**src/rtl/mcbsp_master_tx_gen.sv**
```systemverilog
// mcbsp_master_tx_gen
// McBSP-style master transmit generator. Produces a continuous bit clock
// (clkr), a one-bit-period frame sync (fsr) ahead of every word, and serial
// data (miso) MSB first. Words come in through a one-word holding register
// with a valid/ready handshake. The frame request arrives from another clock
// domain and is synchronized before edge detection.
//
// Optional feature: define MCBSP_TX_DEBUG_EN to build the debug bus and the
// wrapping frame counter. Without it, debug_out is tied to zero.

module mcbsp_master_tx_gen #(
  parameter int DATA_W  = 32,  // max word width, 8..32
  parameter int NUM_W   = 9,   // width of words-per-frame count
  parameter int CLK_DIV = 2    // clk cycles per serial bit period, even, >= 2
) (
  input  logic              mcbsp_clk_in,
  input  logic              mcbsp_rst_in,
  input  logic              start_in,
  input  logic [5:0]        cfg_word_len,
  input  logic [NUM_W-1:0]  cfg_word_num,
  input  logic [DATA_W-1:0] din,
  input  logic              din_valid,
  output logic              din_ready,
  output logic              mcbsp_master_clkr,
  output logic              mcbsp_master_fsr,
  output logic              mcbsp_master_miso,
  output logic              word_upd,
  output logic              frame_done,
  output logic              busy,
  output logic              underrun,
  output logic              overlap_err,
  input  logic              err_clr,
  output logic [31:0]       debug_out
);

  localparam int              CNT_W    = (CLK_DIV > 2) ? $clog2(CLK_DIV) : 1;
  localparam logic [CNT_W-1:0] CNT_LAST = CNT_W'(CLK_DIV - 1);
  localparam logic [CNT_W-1:0] CNT_HALF = CNT_W'(CLK_DIV / 2);
  localparam logic [5:0]       LEN_MAX  = 6'(DATA_W);

  typedef enum logic [1:0] {
    ST_IDLE  = 2'd0,
    ST_ARM   = 2'd1,
    ST_FSYNC = 2'd2,
    ST_SHIFT = 2'd3
  } state_t;

  // Synchronizer and bit-period timing
  logic [2:0]       r_sync;
  logic [CNT_W-1:0] r_cnt;     // phase of the cycle presented after the next edge
  logic             r_clkr;

  // FSM and serial outputs
  state_t           r_state;
  logic [5:0]       r_len;
  logic [NUM_W-1:0] r_num;
  logic [NUM_W-1:0] r_word_cnt;  // words completed in the current frame
  logic [5:0]       r_bit_cnt;   // data bits driven for the current word
  logic [DATA_W-1:0] r_shift;
  logic             r_fsr;
  logic             r_miso;
  logic             r_word_upd;
  logic             r_frame_done;
  logic             r_busy;

  // Holding register and sticky status
  logic [DATA_W-1:0] r_hold;
  logic             r_hold_full;
  logic             r_underrun;
  logic             r_overlap_err;

  // Decoded events
  logic             w_start_edge;
  logic             w_per_start;
  logic             w_per_last;
  logic [5:0]       w_len_clamped;
  logic             w_launch;
  logic             w_word_end;
  logic             w_more_words;
  logic             w_fsync_entry;
  logic             w_upd_set;
  logic             w_done_set;
  logic             w_hold_wr;
  logic             w_underrun_set;
  logic             w_overlap_set;
  logic [DATA_W-1:0] w_load_word;

  // An edge of the cross-domain request is taken only from the two
  // metastability-settled stages.
  assign w_start_edge = (r_sync[2:1] == 2'b01);

  // r_cnt names the phase of the cycle about to be presented, so an edge
  // with r_cnt == 0 launches a new bit period and one with r_cnt == CNT_LAST
  // launches that period's final cycle.
  assign w_per_start = (r_cnt == '0);
  assign w_per_last  = (r_cnt == CNT_LAST);

  assign w_len_clamped = ((cfg_word_len == 6'd0) || (cfg_word_len > LEN_MAX))
                         ? LEN_MAX : cfg_word_len;

  assign w_launch      = (r_state == ST_IDLE) && w_start_edge && (cfg_word_num != '0);
  assign w_word_end    = (r_state == ST_SHIFT) && (r_bit_cnt == r_len);
  assign w_more_words  = (r_word_cnt != r_num);
  assign w_fsync_entry = w_per_start &&
                         ((r_state == ST_ARM) || (w_word_end && w_more_words));
  assign w_upd_set     = w_word_end && w_per_last;
  assign w_done_set    = w_upd_set && ((r_word_cnt + NUM_W'(1)) == r_num);

  assign w_hold_wr      = din_valid && !r_hold_full;
  assign w_underrun_set = w_fsync_entry && !r_hold_full;
  assign w_overlap_set  = w_start_edge && (r_state != ST_IDLE);

  // Word left-justified into the shift register; an empty holding register
  // sends zeros. Bits above len-1 fall off the top.
  assign w_load_word = r_hold_full ? (r_hold << (LEN_MAX - r_len)) : '0;

  // Three-flop synchronizer for the frame request.
  always_ff @(posedge mcbsp_clk_in or posedge mcbsp_rst_in) begin
    // NOTE: sequential state always uses non-blocking assignments so every
    // flop samples pre-edge values regardless of statement order.
    if (mcbsp_rst_in) begin
      r_sync <= '0;
    end else begin
      r_sync <= {r_sync[1:0], start_in};
    end
  end

  // Free-running bit-period counter and bit clock (high for the first half).
  always_ff @(posedge mcbsp_clk_in or posedge mcbsp_rst_in) begin
    if (mcbsp_rst_in) begin
      r_cnt  <= '0;
      r_clkr <= 1'b0;
    end else begin
      r_clkr <= (r_cnt < CNT_HALF);
      r_cnt  <= w_per_last ? '0 : r_cnt + CNT_W'(1);
    end
  end

  // Frame FSM with registered serial outputs and pulses.
  always_ff @(posedge mcbsp_clk_in or posedge mcbsp_rst_in) begin
    if (mcbsp_rst_in) begin
      r_state      <= ST_IDLE;
      r_len        <= '0;
      r_num        <= '0;
      r_word_cnt   <= '0;
      r_bit_cnt    <= '0;
      r_shift      <= '0;
      r_fsr        <= 1'b0;
      r_miso       <= 1'b0;
      r_word_upd   <= 1'b0;
      r_frame_done <= 1'b0;
      r_busy       <= 1'b0;
    end else begin
      r_word_upd   <= 1'b0;
      r_frame_done <= 1'b0;
      case (r_state)
        ST_IDLE: begin
          if (w_launch) begin
            r_state    <= ST_ARM;
            r_len      <= w_len_clamped;
            r_num      <= cfg_word_num;
            r_word_cnt <= '0;
            r_busy     <= 1'b1;
          end
        end
        ST_ARM: begin
          if (w_per_start) begin
            r_state   <= ST_FSYNC;
            r_fsr     <= 1'b1;
            r_miso    <= 1'b0;
            r_shift   <= w_load_word;
            r_bit_cnt <= '0;
          end
        end
        ST_FSYNC: begin
          if (w_per_start) begin
            r_state   <= ST_SHIFT;
            r_fsr     <= 1'b0;
            r_miso    <= r_shift[DATA_W-1];
            r_shift   <= r_shift << 1;
            r_bit_cnt <= 6'd1;
          end
        end
        ST_SHIFT: begin
          if (w_upd_set) begin
            // Final cycle of the word's last bit period.
            r_word_upd   <= 1'b1;
            r_frame_done <= w_done_set;
            r_word_cnt   <= r_word_cnt + NUM_W'(1);
          end else if (w_per_start) begin
            if (w_word_end) begin
              if (w_more_words) begin
                r_state   <= ST_FSYNC;
                r_fsr     <= 1'b1;
                r_miso    <= 1'b0;
                r_shift   <= w_load_word;
                r_bit_cnt <= '0;
              end else begin
                r_state <= ST_IDLE;
                r_fsr   <= 1'b0;
                r_miso  <= 1'b0;
                r_busy  <= 1'b0;
              end
            end else begin
              r_miso    <= r_shift[DATA_W-1];
              r_shift   <= r_shift << 1;
              r_bit_cnt <= r_bit_cnt + 6'd1;
            end
          end
        end
        default: r_state <= ST_IDLE;
      endcase
    end
  end

  // One-word holding register: emptied on FSYNC entry, refilled by handshake.
  always_ff @(posedge mcbsp_clk_in or posedge mcbsp_rst_in) begin
    // NOTE: only the full flag needs reset for correctness; the data word is
    // reset as well so the debug/serial path never shows stale X after reset.
    if (mcbsp_rst_in) begin
      r_hold      <= '0;
      r_hold_full <= 1'b0;
    end else begin
      if (w_fsync_entry) begin
        r_hold_full <= w_hold_wr;
      end else if (w_hold_wr) begin
        r_hold_full <= 1'b1;
      end
      if (w_hold_wr) begin
        r_hold <= din;
      end
    end
  end

  // Sticky error flags; a set event wins over a clear in the same cycle.
  always_ff @(posedge mcbsp_clk_in or posedge mcbsp_rst_in) begin
    if (mcbsp_rst_in) begin
      r_underrun    <= 1'b0;
      r_overlap_err <= 1'b0;
    end else begin
      if (w_underrun_set)    r_underrun <= 1'b1;
      else if (err_clr)      r_underrun <= 1'b0;
      if (w_overlap_set)     r_overlap_err <= 1'b1;
      else if (err_clr)      r_overlap_err <= 1'b0;
    end
  end

  assign din_ready         = !r_hold_full;
  assign mcbsp_master_clkr = r_clkr;
  assign mcbsp_master_fsr  = r_fsr;
  assign mcbsp_master_miso = r_miso;
  assign word_upd          = r_word_upd;
  assign frame_done        = r_frame_done;
  assign busy              = r_busy;
  assign underrun          = r_underrun;
  assign overlap_err       = r_overlap_err;

`ifdef MCBSP_TX_DEBUG_EN
  logic [15:0] r_frames_sent;
  logic [9:0]  w_word_cnt10;

  if (NUM_W >= 10) begin : g_wc_trunc
    assign w_word_cnt10 = r_word_cnt[9:0];
  end else begin : g_wc_pad
    assign w_word_cnt10 = {{(10-NUM_W){1'b0}}, r_word_cnt};
  end

  // Wrapping count of completed frames.
  always_ff @(posedge mcbsp_clk_in or posedge mcbsp_rst_in) begin
    if (mcbsp_rst_in) begin
      r_frames_sent <= '0;
    end else if (w_done_set) begin
      r_frames_sent <= r_frames_sent + 16'd1;
    end
  end

  assign debug_out = {r_state, r_underrun, r_overlap_err, 2'b00,
                      w_word_cnt10, r_frames_sent};
`else
  assign debug_out = '0;
`endif

endmodule

```
**config.mk**
```make
export PLATFORM = sky130hd
export DESIGN_NAME = mcbsp_master_tx_gen
export DESIGN_NICKNAME = d
export VERILOG_FILES = /design/src/rtl/mcbsp_master_tx_gen.sv
export SDC_FILE = /design/constraint.sdc
export NUM_CORES = 1
export LEC_CHECK = 0
export BUFFER_PORTS_ARGS = -buffer_cell sky130_fd_sc_hd__buf_2
export CAP_MARGIN = 20
export CELL_PAD_IN_SITES_DETAIL_PLACEMENT = 1
export CELL_PAD_IN_SITES_GLOBAL_PLACEMENT = 2
export CORE_MARGIN = 2
export CORE_UTILIZATION = 25
export DETAILED_ROUTE_END_ITERATION = 16
export PLACE_DENSITY = 0.7
export SETUP_SLACK_MARGIN = 0.5
export SKIP_LAST_GASP = 1
export SLEW_MARGIN = 20
export SYNTH_ARGS = -nofsm -noshare
export SYNTH_HDL_FRONTEND = slang
export SYNTH_SLANG_ARGS = --single-unit
```
**constraint.sdc**
```tcl
create_clock -name mcbsp_clk_in -period 3.3 [get_ports mcbsp_clk_in]
set_input_delay 0.165 -clock mcbsp_clk_in [delete_from_list [all_inputs] [get_ports mcbsp_clk_in]]
set_output_delay 0.165 -clock mcbsp_clk_in [all_outputs]
set_load 0.02 [all_outputs]
```
==> Word-level counts from Yosys, hierarchy flattened <==
Cells that the tools add are included.
{ "word_totals": {"ff_bits": 109, "latch_bits": 0, "rom_bits": 0, "elab_cells": 126, "mem_bits_rw": 0, "in_bits": 52, "memories": 0} }
{ "op_classes": {"reduce_logical": 29, "shift": 1, "muxes": 55, "n_eq_ne": 16, "bitwise": 1, "magnitude_cmp": 2, "multipliers": 0, "n_addsub": 4, "div": 0} }
{ "op_table": {"columns": ["operator", "count"], "rows": [
  ["$mux W32", 7],
  ["$pmux W32 S3", 1],
  ["$mux W6", 7],
  ["$shl A32 B6 Y32", 1],
  ["$mux W1", 25],
  ["$reduce_and A6 Y1", 4],
  ["$mux W9", 2],
  ["$pmux W6 S3", 1],
  ["$pmux W9 S2", 1],
  ["$ne A2 B2 Y1 const B", 8],
  ["$mux W2", 7],
  ["$logic_and A1 B1 Y1", 10],
  ["$reduce_bool A2 Y1", 5],
  ["$add A9 B1 Y9 const B", 1],
  ["$eq A9 B9 Y1", 1],
  ["$ne A9 B9 Y1", 1],
  ["$reduce_bool A9 Y1", 1],
  ["$pmux W2 S4", 1],
  ["$add A6 B1 Y6 const B", 1],
  ["$eq A6 B6 Y1", 1],
  ["$gt A6 B6 Y1 const B", 1],
  ["$logic_not A6 Y1", 1],
  ["$pmux W1 S3", 2],
  ["$sub A6 B6 Y6 const A", 1],
  ["other kinds (14)", 17]
]} }

==> Logic depth before layout (Yosys ltp) <==
Gate-level depths: netlist (run 1).
{ "logic_depth": {"word_depth": 8, "mapped_depth": 13, "mapped_depth_nobuf": 8} }

==> Worst setup path before layout (run 1) <==
OpenSTA, ideal clock, no wires.
{ "synth_path": {"path_kind": "register to register", "from": "register r_len[0]", "to": "register r_shift[13]", "period_less_slack_ps": 2718, "setup_time_ps": 127, "arrival_ps": 2591, "path_stages_with_launch": 12, "slack_ps": 582, "n_path_buf": 4, "required_ps": 3173, "path_cell_list": "dfrtp_1 > buf_6 > inv_2 > buf_6 > ha_1 > buf_4 > clkbuf_8 > mux4_2 > mux2_2 > mux2_2 > a221oi_1 > nor2_1"} }
{ "synth_via": {"elab_chain_len": 8} }
{ "synth_rtl": {"columns": ["item", "line", "rtl"], "rows": [
  ["from (decl)", "55", "logic [5:0] r_len;"],
  ["from (signal assigned)", "160", "r_len <= w_len_clamped;"],
  ["$sub A6 B6 Y6", "115", "assign w_load_word = r_hold_full ? (r_hold << (LEN_MAX - r_len)) : '0;"],
  ["$shl A32 B6 Y32", "115", null],
  ["$mux W32", "115", null],
  ["$mux W32", "192", "if (w_more_words) begin"],
  ["$mux W32", "191", "if (w_word_end) begin"],
  ["$mux W32", "190", "end else if (w_per_start) begin"],
  ["$mux W32", "185", "if (w_upd_set) begin"],
  ["$pmux W32 S3", "156", "case (r_state)"],
  ["to (signal assigned)", "171", "r_shift <= w_load_word;"],
  ["to (signal assigned)", "180", "r_shift <= r_shift << 1;"],
  ["to (signal assigned)", "196", "r_shift <= w_load_word;"],
  ["to (decl)", "59", "logic [DATA_W-1:0] r_shift;"]
]} }
Several ways; a longest one is shown, not always the timed one. The select of a mux whose other input is x is not followed.
A chain may end at the register's enable or synchronous reset.

==> Worst setup path in the final report (run 1) <==
{ "layout_path": {"from": "register r_len[1]", "to": "register r_shift[26]"} }
The elaborated chain is that of the path after synthesis.

==> results.ini, run 1 <==
[sta]
tns_ns=0
hold_ws_ns=-0.0309
hold_viol=18
rsz0062_at_grt=no
finalWorstSetupSlack_ns=0.620
worst_slew_pin_slew_ns=0.897
clock_skew_ns=0.0110
slew_headroom_pct=40.0
setup_viol=0
fmax_mhz=373
min_period_ns=2.68
timing.final.crit_share_pct=81.2
drv_slew=0

[power]
leakagePower_nw=3.55
powerDensity_mw_per_mm2=757
p_comb_share_pct=45.9
seq_power_share_pct=35.2
clkPwrFrac_pct=18.9
p_total_mw=6.09
max-vdd-ir-drop_uv=318
swShare_pct=42.2
internal-power_mw=3.52
p_sw_mw=2.57

[route]
drt-initial-drc-count=301
drt_first_pass_iters=4
drcViolationCount=0
wl_per_cell_um=17.9
drt-total-wl_um=21000
postRouteAntennaNets=0
via_count=5729
avgViaCountPerCell=4.86

[logic_synthesis]
synth_area_leaders=dfrtp_1, mux2i_1, nand2_1
yosysSeqAreaShare_pct=37.7
synth-edff-count=0
yosys.cell_count.top_type=nand2_1
syn_area_mm2=0.00716
ys_seq_elements=108
async_flop_share_pct=100
synth_top_cell_by_area=dfrtp_1
synth_top_cells_by_count=nand2_1, dfrtp_1, nor2_1
yosysWarnings=0
synth_flop_cell=dfrtp_1
syn_area_per_cell_um2=9.57
synth_cell_types=67
yosysTopAreaCellShare_pct=37.7
syn_inst=748

[worst_setup_path]
end_kind=register
slowest_delay_ns=0.47
r2r_cells=9
critical_path_arrival_ns=2.92
crit_start=r_len[1]
cp_cell_sequence=inv_1, ha_1, buf_12, mux2i_1, mux2i_1, mux4_2, nor2b_1, nor4_1, o31ai_1
critPathKind=register to register
r2r_slack_ns=0.62
path_max_fanout=35
startpoint_type=register
crit_path_frequent_cell=mux2i_1
r2r-end=r_shift[26]
reg2reg_from=r_len[1]
cpMaxStageDelayCell=mux4_2
cp-endpoint=r_shift[26]
worstPathRequired_ns=3.54

[placed_design]
post-place-ws_ns=0.538
portBuffers=60
dp_hpwl_um=15700
place_inst=1160
place.gp.congestion=0.869

[grt]
grt_max_degree=49
grt_pass1_vias=5884
antenna_found_initial=0
grt_pass1_wl_um=34300
grt-ovfl-total=0
grtUsageTotal_pct=14.3

[final_layout]
drive_above_1_share_pct=20.9
antenna_cells=0
fin_cells=1178
fin_nets=850
syn2layout_area_growth_pct=12.2

[job]
maxCapViolations=0

[clock_network]
cts_made_buffers=9
clock-sinks=108
clock_latency_ns=0.36
postCtsSetupRepairBufs=0
htreeDepth=3
cts.reportedPaths.clkPinSlew_ns=0.08
cts_root_buf=clkbuf_16
cts_buffer_depth=2
cts_tree=yes

[status]
violations=negative hold slack
status=finished, violations left

[min_path]
hp-class=primary input to async pin

[die]
die_area_mm2=0.0300
fp.dieH_um=173
core_area_mm2=0.0280
dieWidth_um=173
start_util_pct=25.6
num_rows=61
ios=93

worst max-delay path, delay by kind of cell, from the launching register on:
| family | cells | cell delay [ns] |
|---|---|---|
| and+or+nand+nor | 2 | 0.41 |
| buffers and inverters | 2 | 0.31 |
| DFF | 1 | 0.43 |
| AOI/OAI and AO/OA | 1 | 0.12 |
| adders and majority gates | 1 | 0.32 |
| muxes | 3 | 0.95 |
flip-flops by register name (all words and copies together), names as in the netlist:
name	flops
busy	1
r_len	6
r_shift	32
r_hold	32
mcbsp_master_miso	1
r_bit_cnt	6
overlap_err	1
word_upd	1
r_hold_full	1
frame_done	1
r_num	9
r_sync	3
r_state	2
underrun	1
mcbsp_master_fsr	1
r_word_cnt	9
mcbsp_master_clkr	1
stage by stage:
step	utilization, %	instance area (µm²)
final	28.7	8040
after global routing	28.7	8040
after CTS	28.5	7990
after detailed placement	27.4	7660
after global placement	27.4	7660
after floorplan	-	7280
per-layer routing:
layer | vias to the layer above | track usage (%) | share of wire (%)
met2 | 94 | 22.1 | 45
met3 | 17 | 2.13 | 2.8
met4 | 0 | 3.43 | 1.3
met5 | - | 0 | 0
met1 | 2896 | 20.9 | 51
li1 | 2722 | - | -
worst min-delay path by stage:
stage,start,endpoint,depth (start not counted)
2_1_floorplan,start_in,r_sync[0],0
3_3_place_gp,start_in,r_sync[0],1
3_5_place_dp,start_in,r_sync[0],1
4_1_cts,mcbsp_rst_in,overlap_err,2
5_1_grt,cfg_word_num[7],r_num[7],3
6_report,mcbsp_rst_in,overlap_err,2
cells in the final DEF (no fill, tap or decap), types with 16 or more instances in the layout:
cell	n
o21ai_0	29
nand3_1	27
buf_2	60
buf_4	20
dfrtp_1	105
conb_1	32
nor2_1	66
mux2_2	36
xnor2_1	16
a21oi_1	48
mux2i_1	43
nand2_1	109
area by class of cell:
class / count / area (µm²)
clock buffer: 10 / 239
clock inverter: 6 / 70.1
fill: 3242 / 20000
inverter: 17 / 67.6
multi-input combinational: 575 / 3970
sequential: 108 / 2710
tap: 378 / 473
timing repair buffer: 84 / 510
power by group through the flow:
stage | Clock (mW) | Sequential, mW | Combinational [mW]
after floorplan | 0 | 2.00 | 2.05
after global placement | 0 | 2.15 | 2.70
after detailed placement | 0 | 2.17 | 2.72
after CTS | 1.18 | 2.14 | 2.74
after global routing | 1.23 | 2.21 | 3.05
final | 1.15 | 2.14 | 2.79
repair_timing:
action / CTS / global route
resized for setup: 0 / 14
hold buffers: 2 / 0
setup endpoints to repair: 0 / 32
hold endpoints to repair: 3 / 0
kinds of logic (layout without fill, tap and decap cells):
group           after synthesis  count (layout)  synth area share (%)
fa+ha+maj                     3               3                 0.524
other cells                   1              32                0.0524
compound gates              142             142                  13.1
mux                          99              99                  18.0
xor+xnor                     30              30                  3.77
flops                       108             108                  37.7
simple gates                269             269                  17.5
buf+inv                      96             117                  9.26
Power figures use the tool's default switching activity.
==> run 2, diff against run 1 <==
--- a/config.mk
+++ b/config.mk
@@ -12,7 +12,7 @@
 export CORE_MARGIN = 2
 export CORE_UTILIZATION = 25
 export DETAILED_ROUTE_END_ITERATION = 16
-export PLACE_DENSITY = 0.7
+export PLACE_DENSITY = 0.73
 export SETUP_SLACK_MARGIN = 0.5
 export SKIP_LAST_GASP = 1
 export SLEW_MARGIN = 20
==> constraint.sdc (replaced) <==
create_clock -name mcbsp_clk_in -period 2.29 [get_ports mcbsp_clk_in]
set_input_delay 0.1145 -clock mcbsp_clk_in [delete_from_list [all_inputs] [get_ports mcbsp_clk_in]]
set_output_delay 0.1145 -clock mcbsp_clk_in [all_outputs]
set_load 0.02 [all_outputs]
==> run 2 against run 1 <==
- the run ends with negative setup slack left
- register-to-register slack worse by 0.76 ns
- worst hold slack gained 0.053 ns
- cell count increased by 15%
- sequential share of layout area fell by 8.4 points
- critical path depth increased by 2
- critical endpoint is now r_shift[18]
- highest routed layer unchanged
==> results.ini, run 2 (synthesis results as in run 1) <==
[sta]
fmax_mhz=412  ; +10%
timing.final.crit_share_pct=106  ; +25 points
clock_skew_ns=0.0142  ; +0.00323 ns
tns_ns=-1.30  ; -1.30 ns
hold_viol=0  ; -18
finalWorstSetupSlack_ns=-0.137  ; -0.756 ns
slew_headroom_pct=53.1  ; +13 points
drv_slew=0  ; unchanged
worst_slew_pin_slew_ns=0.703  ; -0.194 ns
setup_viol=24  ; +24
min_period_ns=2.43  ; -0.254 ns
rsz0062_at_grt=yes

[route]
postRouteAntennaNets=0  ; unchanged
m1WireLength_um=11500  ; +7.8%
drt_first_pass_iters=4  ; unchanged
avgViaCountPerCell=4.92  ; +1.1%
top_layer_used=met4
met2_length_um=12500  ; +31%
drcViolationCount=0  ; unchanged
drt-initial-drc-count=406  ; +35%
wl_per_cell_um=18.9  ; +6.0%
drt-total-wl_um=25600  ; +22%
wl_met3_um=932  ; +57%
via_count=6655  ; +16%

[worst_setup_path]
cpMaxStageDelayCell=dfrtp_2
crit_start=r_len[0]
cp_cell_sequence=clkinv_4, ha_4, buf_12, buf_12, mux2i_4, mux2i_1, buf_4, and3_4, a311o_1, a32oi_1, a21oi_1
crit_path_frequent_cell=buf_12
path_max_fanout=7  ; -80%
end_kind=register
reg2reg_from=r_len[0]
path_delay_family=compound AO/OA/AOI/OAI gates
startpoint_type=register
path_buf_inv=4  ; +2
critical_path_arrival_ns=2.67  ; -0.25 ns
critPathKind=register to register
worstPathRequired_ns=2.54  ; -1.00 ns
slowest_delay_ns=0.44  ; -0.03 ns

[clock_network]
cts_tree=yes
cts.reportedPaths.clkPinSlew_ns=0.09  ; about the same
cts_made_buffers=9  ; unchanged
cts_root_buf=clkbuf_16
htreeDepth=3  ; unchanged
clock-sinks=108  ; unchanged
clock_latency_ns=0.37  ; about the same
cts_buffer_depth=2  ; unchanged

[power]
p_total_mw=11.5  ; +89%
max-vdd-ir-drop_uv=541  ; +70%
swShare_pct=41.3  ; -0.84 points
powerDensity_mw_per_mm2=1070  ; +42%
p_sw_mw=4.76  ; +86%
clkPwrFrac_pct=14.7  ; -4.2 points
seq_power_share_pct=27.7  ; -7.5 points
p_comb_share_pct=57.6  ; +12 points
internal-power_mw=6.76  ; +92%
leakagePower_nw=4.63  ; +30%

[final_layout]
layout_common_cells=dfrtp_1, nand2_1, buf_4
multi_input_area_mm2=0.00481  ; +21%
drive_above_1_share_pct=43.4  ; +23 points
syn2layout_area_growth_pct=50.0
fin_nets=1026  ; +21%
reg_top3=r_hold x32, r_shift x32
antenna_cells=0  ; unchanged
final_common_cell=dfrtp_1
utilization_pct=38.4  ; +9.7 points
fin_cells=1354  ; +15%
fill_cells=3159  ; -2.6%
seq_area_mm2=0.00271  ; +0.14%

[placed_design]
place.gp.congestion=0.919  ; +5.8%
dp_hpwl_um=16100  ; +2.0%
portBuffers=60  ; unchanged
place_inst=1222  ; +5.3%
post-place-ws_ns=-0.362  ; -0.900 ns

[die]
dieWidth_um=173  ; unchanged
die_area_mm2=0.0300  ; unchanged
fp.dieH_um=173  ; unchanged
start_util_pct=25.6  ; unchanged
ios=93  ; unchanged
core_area_mm2=0.0280  ; unchanged
num_rows=61  ; unchanged

[status]
status=finished, violations left
violations=negative setup slack

[grt]
antenna_found_initial=0  ; unchanged
grt_max_degree=109  ; +120%
grt-ovfl-total=0  ; unchanged
grtUsageTotal_pct=16.2  ; +1.9 points
grt_pass1_wl_um=38600  ; +13%
grt_pass1_vias=6854  ; +16%

[min_path]
hp-class=primary input to register
hp-start=cfg_word_num[5]

[job]
maxCapViolations=0  ; unchanged

-- run 2: changes by cell type in the layout (fill, tap and decap cells not counted), sizes merged --
cell / previous run / this run
dlygate4sd3: 2 / 44
buf: 82 / 214
inv: 17 / 18
clkbuf: 10 / 11
-- run 2: per-layer routing --
layer | GRT usage [%] | vias to the layer above
li1 | - | 3075
met1 | 21.6 | 3377
met2 | 26.6 | 163
met3 | 2.83 | 40
met4 | 5.40 | 0
met5 | 0 | -
-- run 2: layout make-up --
type / count / share of cell area [%]
tap: 378 / 4.40
clock buffer: 9 / 2.10
timing repair buffer: 260 / 22.0
sequential: 108 / 25.2
clock inverter: 7 / 0.757
inverter: 17 / 0.722
multi-input combinational: 575 / 44.8
-- run 2: worst paths after layout --
path                                 to  slack [ns]  cells after the start
max                         r_shift[18]       -0.14                     11
min                            r_num[5]        0.02                      3
max reg2reg                 r_shift[18]       -0.14                     11
min reg2reg                   r_sync[1]        0.36                      0
max in group asynchronous  r_bit_cnt[3]        1.25                      4
min in group asynchronous      word_upd        0.39                      4
-- run 2: through the flow --
stage | instance area, µm² | hold WS, ns
floorplan | 7440 | 0.146
global placement | 8260 | 0.223
detailed placement | 8260 | 0.225
CTS | 10000 | 0.0100
global route | 10700 | 0.0216
finish | 10700 | 0.0226
-- run 2: power by group through the flow --
stage               logic [mW]  clock network [mW]  registers, mW
CTS                       5.69                1.73           3.12
global route              7.06                1.80           3.29
floorplan                 3.10                   0           2.90
detailed placement        4.72                   0           3.09
finish                    6.64                1.69           3.19
global placement          4.64                   0           3.07
-- run 2: repair_timing --
| action | CTS | global route |
|---|---|---|
| setup endpoints to repair | 53 | 58 |
| buffers inserted | 37 | 26 |
| cloned | 6 | 3 |
| hold endpoints to repair | 152 | 0 |
| hold buffers | 44 | 0 |
| resized for setup | 117 | 104 |
| pin swaps | 43 | 59 |
-- run 2: worst reg2reg max path, stage by stage, from the launching register on --
cell and delay [ns]:
dfrtp_2 0.44, clkinv_4 0.07, ha_4 0.28, buf_12 0.14, buf_12 0.11, mux2i_4 0.21
mux2i_1 0.12, buf_4 0.15, and3_4 0.15, a311o_1 0.33, a32oi_1 0.22, a21oi_1 0.09
==> run 3, diff against run 2 <==
--- a/config.mk
+++ b/config.mk
@@ -5,6 +5,7 @@
 export SDC_FILE = /design/constraint.sdc
 export NUM_CORES = 1
 export LEC_CHECK = 0
+export ABC_AREA = 1
 export BUFFER_PORTS_ARGS = -buffer_cell sky130_fd_sc_hd__buf_2
 export CAP_MARGIN = 20
 export CELL_PAD_IN_SITES_DETAIL_PLACEMENT = 1
@@ -12,7 +13,7 @@
 export CORE_MARGIN = 2
 export CORE_UTILIZATION = 25
 export DETAILED_ROUTE_END_ITERATION = 16
-export PLACE_DENSITY = 0.73
+export PLACE_DENSITY = 0.79
 export SETUP_SLACK_MARGIN = 0.5
 export SKIP_LAST_GASP = 1
 export SLEW_MARGIN = 20
==> run 3 against run 2 <==
- the flow now finishes without violations
- sequential power is 40% lower
- clock skew is 0.00092 ns higher
- routed wire length is 8.9% lower
- synthesized area is 3.1% lower
- largest cell class unchanged
- largest power group is now registers
- highest routed layer unchanged
==> results.ini, run 3 <==
[placed_design]
place.gp.congestion=0.839  ; -8.7%
portBuffers=60  ; unchanged
postPlaceCellArea_mm2=0.00777  ; -6.0%
dp_hpwl_um=15000  ; -6.3%

[sta]
hold_viol=0  ; unchanged
fmax_mhz=511  ; +24%
tns_ns=0  ; +1.30 ns
timing.final.crit_share_pct=85.4  ; -21 points
worst_slew_pin_slew_ns=0.605  ; -0.0987 ns
slew_headroom_pct=59.7  ; +6.6 points
rsz0062_at_grt=yes
clock_skew_ns=0.0151  ; +0.000923 ns
drv_slew=0  ; unchanged
min_period_ns=1.96  ; -0.470 ns
setup_viol=0  ; -100%

[worst_setup_path]
path_delay_family=simple AND/OR/NAND/NOR gates
path_buf_inv=2  ; -2
cpMaxStageDelayCell=dfrtp_1
cp_cell_sequence=inv_2, ha_4, xor2_4, buf_12, nand3_1, nand3_1, nand2_2, o21ai_1, nand2_1, a21oi_1
worstPathRequired_ns=2.60  ; +0.06 ns
end_kind=register
slowest_delay_ns=0.40  ; -0.04 ns
startpoint_type=register
crit_path_frequent_cell=nand3_1
critPathKind=register to register
critical_path_arrival_ns=2.26  ; -0.41 ns
path_max_fanout=16  ; +9

[final_layout]
seq_area_mm2=0.00271  ; about the same
fin_nets=1174  ; +14%
reg_top3=r_hold x32, r_shift x32
final_common_cell=nand2_1
design_area_mm2=0.00976  ; -9.1%
layout_common_cells=nand2_1, nand3_1, nor2_1
antenna_cells=0  ; unchanged
multi_input_area_mm2=0.00429  ; -11%
drive_above_1_share_pct=29.1  ; -14 points
fill_cells=3314  ; +4.9%
syn2layout_area_growth_pct=40.7

[clock_network]
cts_buffer_depth=2  ; unchanged
clock_latency_ns=0.38  ; about the same
cts.reportedPaths.clkPinSlew_ns=0.09  ; about the same
cts_made_buffers=9  ; unchanged
cts_tree=yes
cts_root_buf=clkbuf_16
htreeDepth=3  ; unchanged
clock-sinks=108  ; unchanged

[grt]
grt-ovfl-total=0  ; unchanged
grt_pass1_wl_um=36700  ; -4.9%
grt_pass1_vias=7125  ; +4.0%
antenna_found_initial=0  ; unchanged
grt_max_degree=109  ; unchanged
grtUsageTotal_pct=15.9  ; -0.29 points

[logic_synthesis]
syn_area_per_cell_um2=7.07  ; -26%
yosysWarnings=0  ; unchanged
async_flop_share_pct=100  ; unchanged
yosysSeqAreaShare_pct=38.9  ; +1.2 points
ys_seq_elements=108  ; unchanged
synth_area_leaders=dfrtp_1, nand3_1, nand2_1
synth_flop_cell=dfrtp_1
syn_inst=982  ; +31%
yosys.cell_count.top_type=nand2_1
synth_top_cell_by_area=dfrtp_1
yosysTopAreaCellShare_pct=38.9  ; +1.2 points
synth_cell_types=37  ; -45%
syn_area_mm2=0.00694  ; -3.1%
synth-edff-count=0  ; unchanged
synth_top_cells_by_count=nand2_1, nand3_1, nor2_1

[power]
powerDensity_mw_per_mm2=387  ; -64%
leakagePower_nw=4.62  ; -0.21%
max-vdd-ir-drop_uv=263  ; -51%
p_total_mw=3.78  ; -67%

[min_path]
hp-class=primary input to register

[route]
postRouteAntennaNets=0  ; unchanged
wl_per_cell_um=15.6  ; -18%
drcViolationCount=0  ; unchanged
drt-initial-drc-count=319  ; -21%
drt-total-wl_um=23400  ; -8.9%
drt_first_pass_iters=4  ; unchanged
avgViaCountPerCell=4.66  ; -5.2%
via_count=6967  ; +4.7%

[die]
num_rows=60  ; -1.6%
dieWidth_um=171  ; -1.5%
die_area_mm2=0.0291  ; -3.0%
core_area_mm2=0.0271  ; -3.2%
ios=93  ; unchanged
fp.dieH_um=171  ; -1.5%
start_util_pct=25.6  ; +0.036 points

[status]
status=finished clean

[job]
maxCapViolations=0  ; unchanged

[run 3: layout make-up]
cell class | count | area share, %
sequential | 108 | 27.7
tap | 372 | 4.77
timing repair inverter | 3 | 0.589
clock inverter | 7 | 0.859
multi-input combinational | 760 | 43.9
clock buffer | 9 | 2.31
inverter | 67 | 3.19
timing repair buffer | 170 | 16.6
[run 3: metal layers]
layer	share of wire [%]	global-route usage, %
met1	45	20.2
met2	51	27.8
met3	2.2	2.13
met4	1.8	5.09
met5	0	0
[run 3: logic make-up after synthesis]
family,share of synthesized area [%]
buf+inv,10.1
flops,38.9
compound gates,5.43
other cells,0.0540
xor+xnor,2.63
simple gates,37.1
fa+ha+maj,0.541
mux,5.19
[run 3: metrics by stage]
stage,hold WS (ns),util [%],instances,setup slack [ns]
final,0.00701,36.0,1496,0.334
after global routing,0.0197,36.0,1496,0.227
after CTS,0.000329,33.7,1469,0.397
after detailed placement,0.227,28.7,1390,0.0984
after global placement,0.226,28.7,1390,0.130
after floorplan,0.146,-,1013,0.380
[run 3: power by group]
part / switching (mW) / total [mW] / internal [mW]
logic: 0.118 / 0.199 / 0.0812
clock network: 0.881 / 1.67 / 0.789
registers: 0.00214 / 1.91 / 1.91
total: 1.00 / 3.78 / 2.78
[run 3: path summary, 6_finish.rpt]
check / from / endpoint / slack (ns) / cells past startpoint
setup / recovery: r_len[0] / r_shift[29] / 0.33 / 10
hold / removal: din[0] / r_hold[0] / 0.007 / 2
hold reg to reg: r_sync[0] / r_sync[1] / 0.35 / 0
min in group asynchronous: mcbsp_rst_in / r_hold[29] / 0.46 / 4
max in group asynchronous: mcbsp_rst_in / r_word_cnt[0] / 1.37 / 4
setup reg to reg: r_len[0] / r_shift[29] / 0.33 / 10
[run 3: what timing repair did]
item	in CTS	in global routing
endpoints found under the setup margin	54	68
hold buffers	38	0
hold endpoints to repair	146	0
buffers inserted	18	21
gates resized for setup	81	95
pin swaps	18	17
gates cloned	7	6
